File: config.mk
export PLATFORM = sky130hd
export DESIGN_NAME = mbr8_pipe_top_flat
export DESIGN_NICKNAME = d
export VERILOG_FILES = /design/src/rtl/mbr8_pipe_top_if.sv /design/src/rtl/mbr8_pipe_top.sv /design/src/flat_wrapper.sv
export SDC_FILE = /design/constraint.sdc
export NUM_CORES = 2
export LEC_CHECK = 0
export ABC_AREA = 1
export CORE_MARGIN = 1
export CORE_UTILIZATION = 57
export DETAILED_ROUTE_END_ITERATION = 10
export GPL_ROUTABILITY_DRIVEN = 0
export PLACE_DENSITY = 0.9
export SETUP_SLACK_MARGIN = 0.05
export SLEW_MARGIN = 10
export SYNTH_ARGS = -nofsm -noshare
export SYNTH_HDL_FRONTEND = slang
export SYNTH_SLANG_ARGS = --single-unit
File: constraint.sdc
create_clock -name CLK -period 4.2 [get_ports CLK]
set_input_delay 0.84 -clock CLK [delete_from_list [all_inputs] [get_ports CLK]]
set_output_delay 0.84 -clock CLK [all_outputs]
set_load 0.02 [all_outputs]
File: src/rtl/mbr8_pipe_top_if.sv
// Operand/result handshake bundle for mbr8_pipe_top.
// master = operand feeder and result consumer, slave = the multiplier.
interface mbr8_pipe_top_if #(
   parameter int WIDTH = 32
);
   logic               in_valid;
   logic               in_ready;
   logic               sgn;
   logic [WIDTH-1:0]   mx;
   logic [WIDTH-1:0]   my;
   logic [WIDTH-1:0]   mx2;
   logic [WIDTH-1:0]   my2;
   logic               out_valid;
   logic               out_ready;
   logic [2*WIDTH-1:0] product;

   modport master (
      output in_valid, sgn, mx, my, out_ready,
      input  in_ready, mx2, my2, out_valid, product
   );

   modport slave (
      input  in_valid, sgn, mx, my, out_ready,
      output in_ready, mx2, my2, out_valid, product
   );
endinterface

File: src/rtl/mbr8_pipe_top.sv
// Elastic radix-8 Booth multiplier, WIDTH x WIDTH -> 2*WIDTH, signed/unsigned per pair.
// Define MBR8_OPERAND_FREEZE_EN to hold data registers across bubbles (only valids shift).
module mbr8_pipe_top #(
   parameter int WIDTH = 32
) (
   input logic            CLK,
   input logic            RST,
   mbr8_pipe_top_if.slave bus
);
   localparam int PW = 2 * WIDTH;        // product width
   localparam int XW = WIDTH + 3;        // wide enough for +-4X of either signedness
   localparam int ND = (WIDTH + 3) / 3;  // ceil((WIDTH+1)/3) Booth digits
   localparam int YW = 3 * ND + 1;       // recoded multiplier incl. implicit 0 LSB
   localparam int NR = ND + 2;           // digit rows + hot-one row + correction row

   // Each row stores {~sign, low bits}; the dropped sign weights sum to this constant.
   function automatic logic [PW-1:0] sign_corr();
      logic [PW-1:0] k;
      logic [PW-1:0] one;
      k   = '0;
      one = {{(PW-1){1'b0}}, 1'b1};
      for (int i = 0; i < ND; i++) k = k - (one << (XW - 1 + 3 * i));
      return k;
   endfunction

   localparam logic [PW-1:0] K_CORR = sign_corr();

   // Handshake: a pair moves when valid & ready are both high on a rising edge.
   // advance = ~out_valid | out_ready; in_ready = advance; every rank shifts on
   // advance (bubbles included) and everything holds otherwise.
   logic adv;
   logic ld_a, ld_b, ld_c, ld_d;

   // rank A: registered operands
   logic             v_a, sgn_a;
   logic [WIDTH-1:0] mx_a, my_a;
   // rank B: multiple of X and recoded digits
   logic                 v_b;
   logic [XW-1:0]        x1_b, x3_b;
   logic [ND-1:0]        neg_b;
   logic [ND-1:0][2:0]   mag_b;
   // rank C: carry-save result
   logic          v_c;
   logic [PW-1:0] sum_c, car_c;
   // rank D: product
   logic          v_d;
   logic [PW-1:0] prod_d;

   assign adv = ~v_d | bus.out_ready;

`ifdef MBR8_OPERAND_FREEZE_EN
   assign ld_a = adv & bus.in_valid;
   assign ld_b = adv & v_a;
   assign ld_c = adv & v_b;
   assign ld_d = adv & v_c;
`else
   assign ld_a = adv;
   assign ld_b = adv;
   assign ld_c = adv;
   assign ld_d = adv;
`endif

   // ---------------- S1: 3X and radix-8 recode ----------------
   logic [XW-1:0]      x1_n, x3_n;
   logic [YW-1:0]      y_ext;
   logic [ND-1:0]      neg_n;
   logic [ND-1:0][2:0] mag_n;

   always_comb begin : s1_comb
      logic [3:0] dig;
      logic [3:0] ndig;
      x1_n  = {{3{sgn_a & mx_a[WIDTH-1]}}, mx_a};
      x3_n  = x1_n + {x1_n[XW-2:0], 1'b0};
      y_ext = {{(YW-WIDTH-1){sgn_a & my_a[WIDTH-1]}}, my_a, 1'b0};
      dig   = '0;
      ndig  = '0;
      neg_n = '0;
      mag_n = '0;
      for (int i = 0; i < ND; i++) begin
         // digit = -4*y[3i+3] + 2*y[3i+2] + y[3i+1] + y[3i]
         dig      = {y_ext[3*i+3], y_ext[3*i+3], y_ext[3*i+2], y_ext[3*i+1]}
                    + {3'b000, y_ext[3*i]};
         ndig     = -dig;
         neg_n[i] = dig[3];
         mag_n[i] = dig[3] ? ndig[2:0] : dig[2:0];
      end
   end

   // ---------------- S2: partial products and CSA tree ----------------
   logic [PW-1:0] t   [NR+2];
   logic [PW-1:0] nxt [NR+2];
   logic [PW-1:0] hot;
   logic [PW-1:0] sum_n, car_n;

   always_comb begin : s2_comb
      logic [XW-1:0] m;
      logic [XW-1:0] pp;
      int n, g, r;
      m   = '0;
      pp  = '0;
      hot = '0;
      for (int k = 0; k < NR + 2; k++) begin
         t[k]   = '0;
         nxt[k] = '0;
      end
      for (int i = 0; i < ND; i++) begin
         case (mag_b[i])
            3'd1:    m = x1_b;
            3'd2:    m = {x1_b[XW-2:0], 1'b0};
            3'd3:    m = x3_b;
            3'd4:    m = {x1_b[XW-3:0], 2'b00};
            default: m = '0;
         endcase
         pp        = neg_b[i] ? ~m : m;
         t[i]      = PW'({~pp[XW-1], pp[XW-2:0]}) << (3 * i);
         hot[3*i]  = neg_b[i];
      end
      t[ND]   = hot;
      t[ND+1] = K_CORR;

      // Wallace-style levels: every full group of three rows becomes two.
      n = NR;
      g = 0;
      r = 0;
      for (int l = 0; l < NR; l++) begin
         if (n > 2) begin
            for (int k = 0; k < NR + 2; k++) nxt[k] = '0;
            for (int k = 0; k < NR; k++) begin
               if (k < n) begin
                  g = k / 3;
                  r = k % 3;
                  if (3 * g + 2 < n) begin
                     if (r == 0) begin
                        nxt[2*g]   = t[k] ^ t[k+1] ^ t[k+2];
                        nxt[2*g+1] = ((t[k] & t[k+1]) | (t[k] & t[k+2]) |
                                      (t[k+1] & t[k+2])) << 1;
                     end
                  end else begin
                     nxt[2*g+r] = t[k];
                  end
               end
            end
            for (int k = 0; k < NR + 2; k++) t[k] = nxt[k];
            n = 2 * (n / 3) + (n % 3);
         end
      end
      sum_n = t[0];
      car_n = t[1];
   end

   // ---------------- registers ----------------
   always_ff @(posedge CLK or negedge RST) begin
      if (!RST) begin
         v_a <= 1'b0;
         v_b <= 1'b0;
         v_c <= 1'b0;
         v_d <= 1'b0;
      end else if (adv) begin
         v_a <= bus.in_valid;
         v_b <= v_a;
         v_c <= v_b;
         v_d <= v_c;
      end
   end

   always_ff @(posedge CLK or negedge RST) begin
      if (!RST) begin
         sgn_a <= 1'b0;
         mx_a  <= '0;
         my_a  <= '0;
      end else if (ld_a) begin
         sgn_a <= bus.sgn;
         mx_a  <= bus.mx;
         my_a  <= bus.my;
      end
   end

   always_ff @(posedge CLK or negedge RST) begin
      if (!RST) begin
         x1_b  <= '0;
         x3_b  <= '0;
         neg_b <= '0;
         mag_b <= '0;
      end else if (ld_b) begin
         x1_b  <= x1_n;
         x3_b  <= x3_n;
         neg_b <= neg_n;
         mag_b <= mag_n;
      end
   end

   always_ff @(posedge CLK or negedge RST) begin
      if (!RST) begin
         sum_c <= '0;
         car_c <= '0;
      end else if (ld_c) begin
         sum_c <= sum_n;
         car_c <= car_n;
      end
   end

   always_ff @(posedge CLK or negedge RST) begin
      if (!RST) prod_d <= '0;
      else if (ld_d) prod_d <= sum_c + car_c;
   end

   assign bus.in_ready  = adv;
   assign bus.mx2       = mx_a;
   assign bus.my2       = my_a;
   assign bus.out_valid = v_d;
   assign bus.product   = prod_d;
endmodule

File: src/flat_wrapper.sv
// flat-port wrapper written by rule: the top's interface ports become plain ports
module mbr8_pipe_top_flat 
#(
   parameter int WIDTH = 32
)
  (CLK, RST, bus_in_valid, bus_sgn, bus_mx, bus_my, bus_out_ready, bus_in_ready, bus_mx2, bus_my2, bus_out_valid, bus_product);
  mbr8_pipe_top_if #(.WIDTH(WIDTH)) bus_i ();
  input logic CLK;
  input logic RST;
  input wire logic [$bits(bus_i.in_valid)-1:0] bus_in_valid;
  input wire logic [$bits(bus_i.sgn)-1:0] bus_sgn;
  input wire logic [$bits(bus_i.mx)-1:0] bus_mx;
  input wire logic [$bits(bus_i.my)-1:0] bus_my;
  input wire logic [$bits(bus_i.out_ready)-1:0] bus_out_ready;
  output wire logic [$bits(bus_i.in_ready)-1:0] bus_in_ready;
  output wire logic [$bits(bus_i.mx2)-1:0] bus_mx2;
  output wire logic [$bits(bus_i.my2)-1:0] bus_my2;
  output wire logic [$bits(bus_i.out_valid)-1:0] bus_out_valid;
  output wire logic [$bits(bus_i.product)-1:0] bus_product;
  assign bus_i.in_valid = bus_in_valid;
  assign bus_i.sgn = bus_sgn;
  assign bus_i.mx = bus_mx;
  assign bus_i.my = bus_my;
  assign bus_i.out_ready = bus_out_ready;
  assign bus_in_ready = bus_i.in_ready;
  assign bus_mx2 = bus_i.mx2;
  assign bus_my2 = bus_i.my2;
  assign bus_out_valid = bus_i.out_valid;
  assign bus_product = bus_i.product;
  mbr8_pipe_top #(.WIDTH(WIDTH)) u_core (.CLK(CLK), .RST(RST), .bus(bus_i));
endmodule
==> flow_metrics.env, run 1 <==
export IMPL_synth_top_family_by_area="adder cells"
export IMPL_syn_nets=6071
export IMPL_placed_area_sq_um=48000
export IMPL_dp_hpwl_microns=118000
export IMPL_status="did not finish"
export IMPL_h_tree_depth=2
export IMPL_synth_edf_count=0
export IMPL_clock_sinks=365
export IMPL_async_flop_share=1.00
export IMPL_fp_dieH_microns=278
export IMPL_ys_seq_elements=365
export IMPL_synth_compound_area_frac=0.207
export IMPL_grt_overflow_total=204
export IMPL_yosysWarnings=0
export IMPL_clk_root_buffer_cell="clkbuf_16"
export IMPL_io_pins=199
export IMPL_synthSimpleGateAreaFrac=0.169
export IMPL_synth_mux_area_frac=0
export IMPL_clock_path_buffers=3
export IMPL_synthAdderAreaFrac=0.209
export IMPL_port_buffers=198
export IMPL_grt_max_degree=209
export IMPL_grt_util_all_layers=0.692
export IMPL_stop_error="[ERROR GRT-0232] Routing congestion too high. Check the congestion heatmap in the GUI."
export IMPL_syn_inst=5439
export IMPL_synthXorXnorAreaFrac=0.0865
export IMPL_dp_cells=6506
export IMPL_syn_area_sq_um=43500
export IMPL_cts_buffers=43
export IMPL_cts_hold_buf=0
export IMPL_stop_stage="global routing"
export IMPL_synth_distinct_cells=52
export IMPL_start_util=0.581
export IMPL_avgSynthCellArea_sq_um=8.01
export IMPL_seq_area_frac_synth=0.210
export IMPL_row_count=100
export IMPL_die_w_microns=278
export IMPL_synth_main_ff_cell="dfrtp_1"
through the flow:
| stage | setup TNS [ps] | worst slack (ps) | hold WS [ps] |
|---|---|---|---|
| floorplan | 0 | 132 | 440 |
| detailed placement | -9670 | -291 | 459 |
| CTS | -5640 | -224 | 257 |
| global placement | -296 | -51.0 | 452 |
Yosys cell counts, types with 62 or more instances:
cell type | number | area, sq um
clkbuf_1 | 122 | 458
nand3_1 | 137 | 686
nor2_1 | 176 | 661
xor2_1 | 397 | 3480
a21oi_1 | 91 | 455
a221oi_2 | 292 | 4380
buf_2 | 188 | 941
ha_1 | 292 | 3650
o22ai_1 | 353 | 2210
buf_4 | 62 | 465
o21ai_0 | 189 | 946
dfrtp_1 | 365 | 9130
fa_1 | 271 | 5430
inv_1 | 778 | 2920
nand2_1 | 1350 | 5070
kinds of logic after synthesis:
family,Yosys count
compound gates,1054
simple gates,1789
buf+inv,1238
xor+xnor,430
fa+ha+maj,563
flops,365
per-layer routing:
metal / overflow / track usage
met1: 12 / 0.683
met2: 100 / 0.790
met3: 14 / 0.628
met4: 75 / 0.640
met5: 3 / 0.542
repair_timing:
action	4_1_cts
resized for setup	212
setup endpoints to repair	72
pin swaps	129
endpoints found under the hold margin	0
cloned	11
buffers inserted	48
==> inputs of run 2 (changes only) <==
- CORE_UTILIZATION: 57 -> 40
- PLACE_DENSITY: 0.9 -> default
- PLACE_DENSITY_LB_ADDON: default -> 0.15
- SETUP_SLACK_MARGIN: 0.05 -> default
- clock period: 4.2 -> 5.5 ns (I/O delays scaled with it)
==> flow_metrics.env, run 2 <==
export IMPL_setup_viol=0
export IMPL_fmax_ghz=0.209
export IMPL_cp_top_family="adder cells"
export IMPL_wirelength_microns=161000
export IMPL_drive_above_1_share=0.114
export IMPL_grt_setup_unrepaired="no"
export IMPL_synth_main_ff_cell="dfrtp_1"
export IMPL_grt_overflow_total=0
export IMPL_n_antenna_cell=0
export IMPL_clock_path_buffers=3
export IMPL_start_util=0.405
export IMPL_cts_tree="done"
export IMPL_nets=6043
export IMPL_grt_max_degree=183
export IMPL_grt_util_all_layers=0.288
export IMPL_die_w_microns=332
export IMPL_utilization=0.447
export IMPL_ys_seq_elements=365
export IMPL_syn2layout_area_growth_pct=10.4
export IMPL_path_buf_inv=3
export IMPL_async_flop_share=1.00
export IMPL_synth_top_cells_by_count="nand2_1, inv_1, xor2_1, dfrtp_1, o22ai_1"
export IMPL_hold_slack_ps=419
export IMPL_first_pass_iters=6
export IMPL_arrival_ps=5300
export IMPL_layout_commonest_cell="nand2_1"
export IMPL_start_kind="flop"
export IMPL_vias=39200
export IMPL_critical_path_class="flop to flop"
export IMPL_crit_chain="inv_2, nand3_2, o22ai_1, a221oi_2, xor2_1, fa_1, inv_1, fa_1, fa_1, fa_1, inv_1, fa_1, nand2_1, nand2_1"
export IMPL_final_cell_mix="nand2_1, inv_1, xor2_1, dfrtp_1, o22ai_1"
export IMPL_syn_area_sq_um=43500
export IMPL_post_cts_resized=0
export IMPL_clk_root_buffer_cell="clkbuf_16"
export IMPL_slew_headroom=0.190
export IMPL_timing_final_hold_violations=0
export IMPL_drv_slew=0
export IMPL_final_setup_tns_ps=0
export IMPL_fp_dieH_microns=332
export IMPL_drc_errors=0
export IMPL_io_pins=199
export IMPL_coreArea_sq_um=108000
export IMPL_first_iter_violations=3890
export IMPL_syn_inst=5439
export IMPL_synth_distinct_cells=52
export IMPL_wl_per_cell_microns=23.4
export IMPL_dp_hpwl_microns=119000
export IMPL_clock_latency_ps=620
export IMPL_grt_pass1_vias=38600
export IMPL_grt_pass1_wl_microns=244000
export IMPL_fin_crit_ps=4790
export IMPL_postCtsSetupRepairBufs=0
export IMPL_fin_skew_ps=28.9
export IMPL_clock_sinks=365
export IMPL_die_area_sq_um=110000
export IMPL_synth_most_common_cell="nand2_1"
export IMPL_final_period_utilization=0.871
export IMPL_port_buffers=198
export IMPL_crit_path_max_fanout=23
export IMPL_cts_hold_buf=0
export IMPL_synth_top_area_frac=0.210
export IMPL_syn_nets=6071
export IMPL_yosysWarnings=0
export IMPL_ant_nets=0
export IMPL_slowest_delay_ps=630
export IMPL_clk_pin_slew_ps=60
export IMPL_avgSynthCellArea_sq_um=8.01
export IMPL_viasPerCell=5.72
export IMPL_h_tree_depth=2
export IMPL_row_count=120
export IMPL_crit_path_frequent_cell="fa_1"
export IMPL_end_kind="flop"
export IMPL_seq_area_frac_synth=0.210
export IMPL_status="finished, final reports clean"
export IMPL_cap_violations=0
export IMPL_synth_edf_count=0
export IMPL_cts_buffers=48
export IMPL_worstPathRequired_ps=6010
export IMPL_yosysTopAreaCell="dfrtp_1"
export IMPL_hold_class="primary input to async pin"
export IMPL_worst_pin_slew_ps=1210
export IMPL_synthTopCellsByArea="dfrtp_1, fa_1, nand2_1"
export IMPL_cp_slowest_cell="fa_1"
export IMPL_antenna_found_initial=2
==> run 2: cell counts after synthesis <==
Identical to the previous run, type by type.
==> run 2: worst paths after layout <==
kind	from	endpoint	slack (ps)	depth (start not counted)
setup reg to reg	u_core.mag_b[2]	u_core.sum_c[32]	710	14
max in group asynchronous	RST	u_core.x1_b[20]	3960	2
min in group CLK	u_core.v_c	u_core.bus.out_valid	460	1
hold reg to reg	u_core.v_c	u_core.bus.out_valid	460	1
hold / removal	RST	u_core.sum_c[6]	420	1
setup / recovery	u_core.mag_b[2]	u_core.sum_c[32]	710	14
==> run 2: metrics by stage <==
step | std cells | worst slack (ps) | instance area (sq um)
final | 6852 | 708 | 48100
after global routing | 6852 | 523 | 48100
after CTS | 6852 | 792 | 48100
after detailed placement | 6764 | 823 | 46400
after global placement | 6764 | 837 | 46400
after floorplan | 5439 | 1430 | 43500
==> run 2: layout make-up <==
class	count	area (sq um)
Clock buffer	70	1400
Clock inverter	18	244
Fill cell	10900	59400
Inverter	822	3100
Multi-Input combinational cell	3836	29300
Sequential cell	365	9130
Tap cell	1403	1760
Timing Repair Buffer	338	3190
==> run 2: cell families (layout without fill, tap and decap cells) <==
group           after synthesis  in the layout  synth area share
compound gates             1054           1054             0.207
xor+xnor                    430            430            0.0865
fa+ha+maj                   563            563             0.209
buf+inv                    1238           1248             0.120
flops                       365            365             0.210
simple gates               1789           1789             0.169
==> run 2: worst register-to-register path, cell delays in order (launching register included) <==
cell      delay [ps]
dfrtp_1          430
inv_2            120
nand3_2          510
o22ai_1          440
a221oi_2          80
xor2_1           370
fa_1             500
inv_1             80
fa_1             450
fa_1             630
fa_1             450
inv_1             80
fa_1             410
nand2_1           80
nand2_1           50
==> run 2: metal layers <==
| metal | global-route usage | part of all wire | vias up |
|---|---|---|---|
| li1 | - | - | 17900 |
| met1 | 0.385 | 0.42 | 18700 |
| met2 | 0.433 | 0.42 | 2106 |
| met3 | 0.0807 | 0.11 | 497 |
| met4 | 0.123 | 0.049 | 4 |
| met5 | 0 | 0.00011 | - |
Power of run 2 is left out: the tool's default activity adds up to more than one toggle a clock period on the data nets, which glitch-free logic cannot reach.
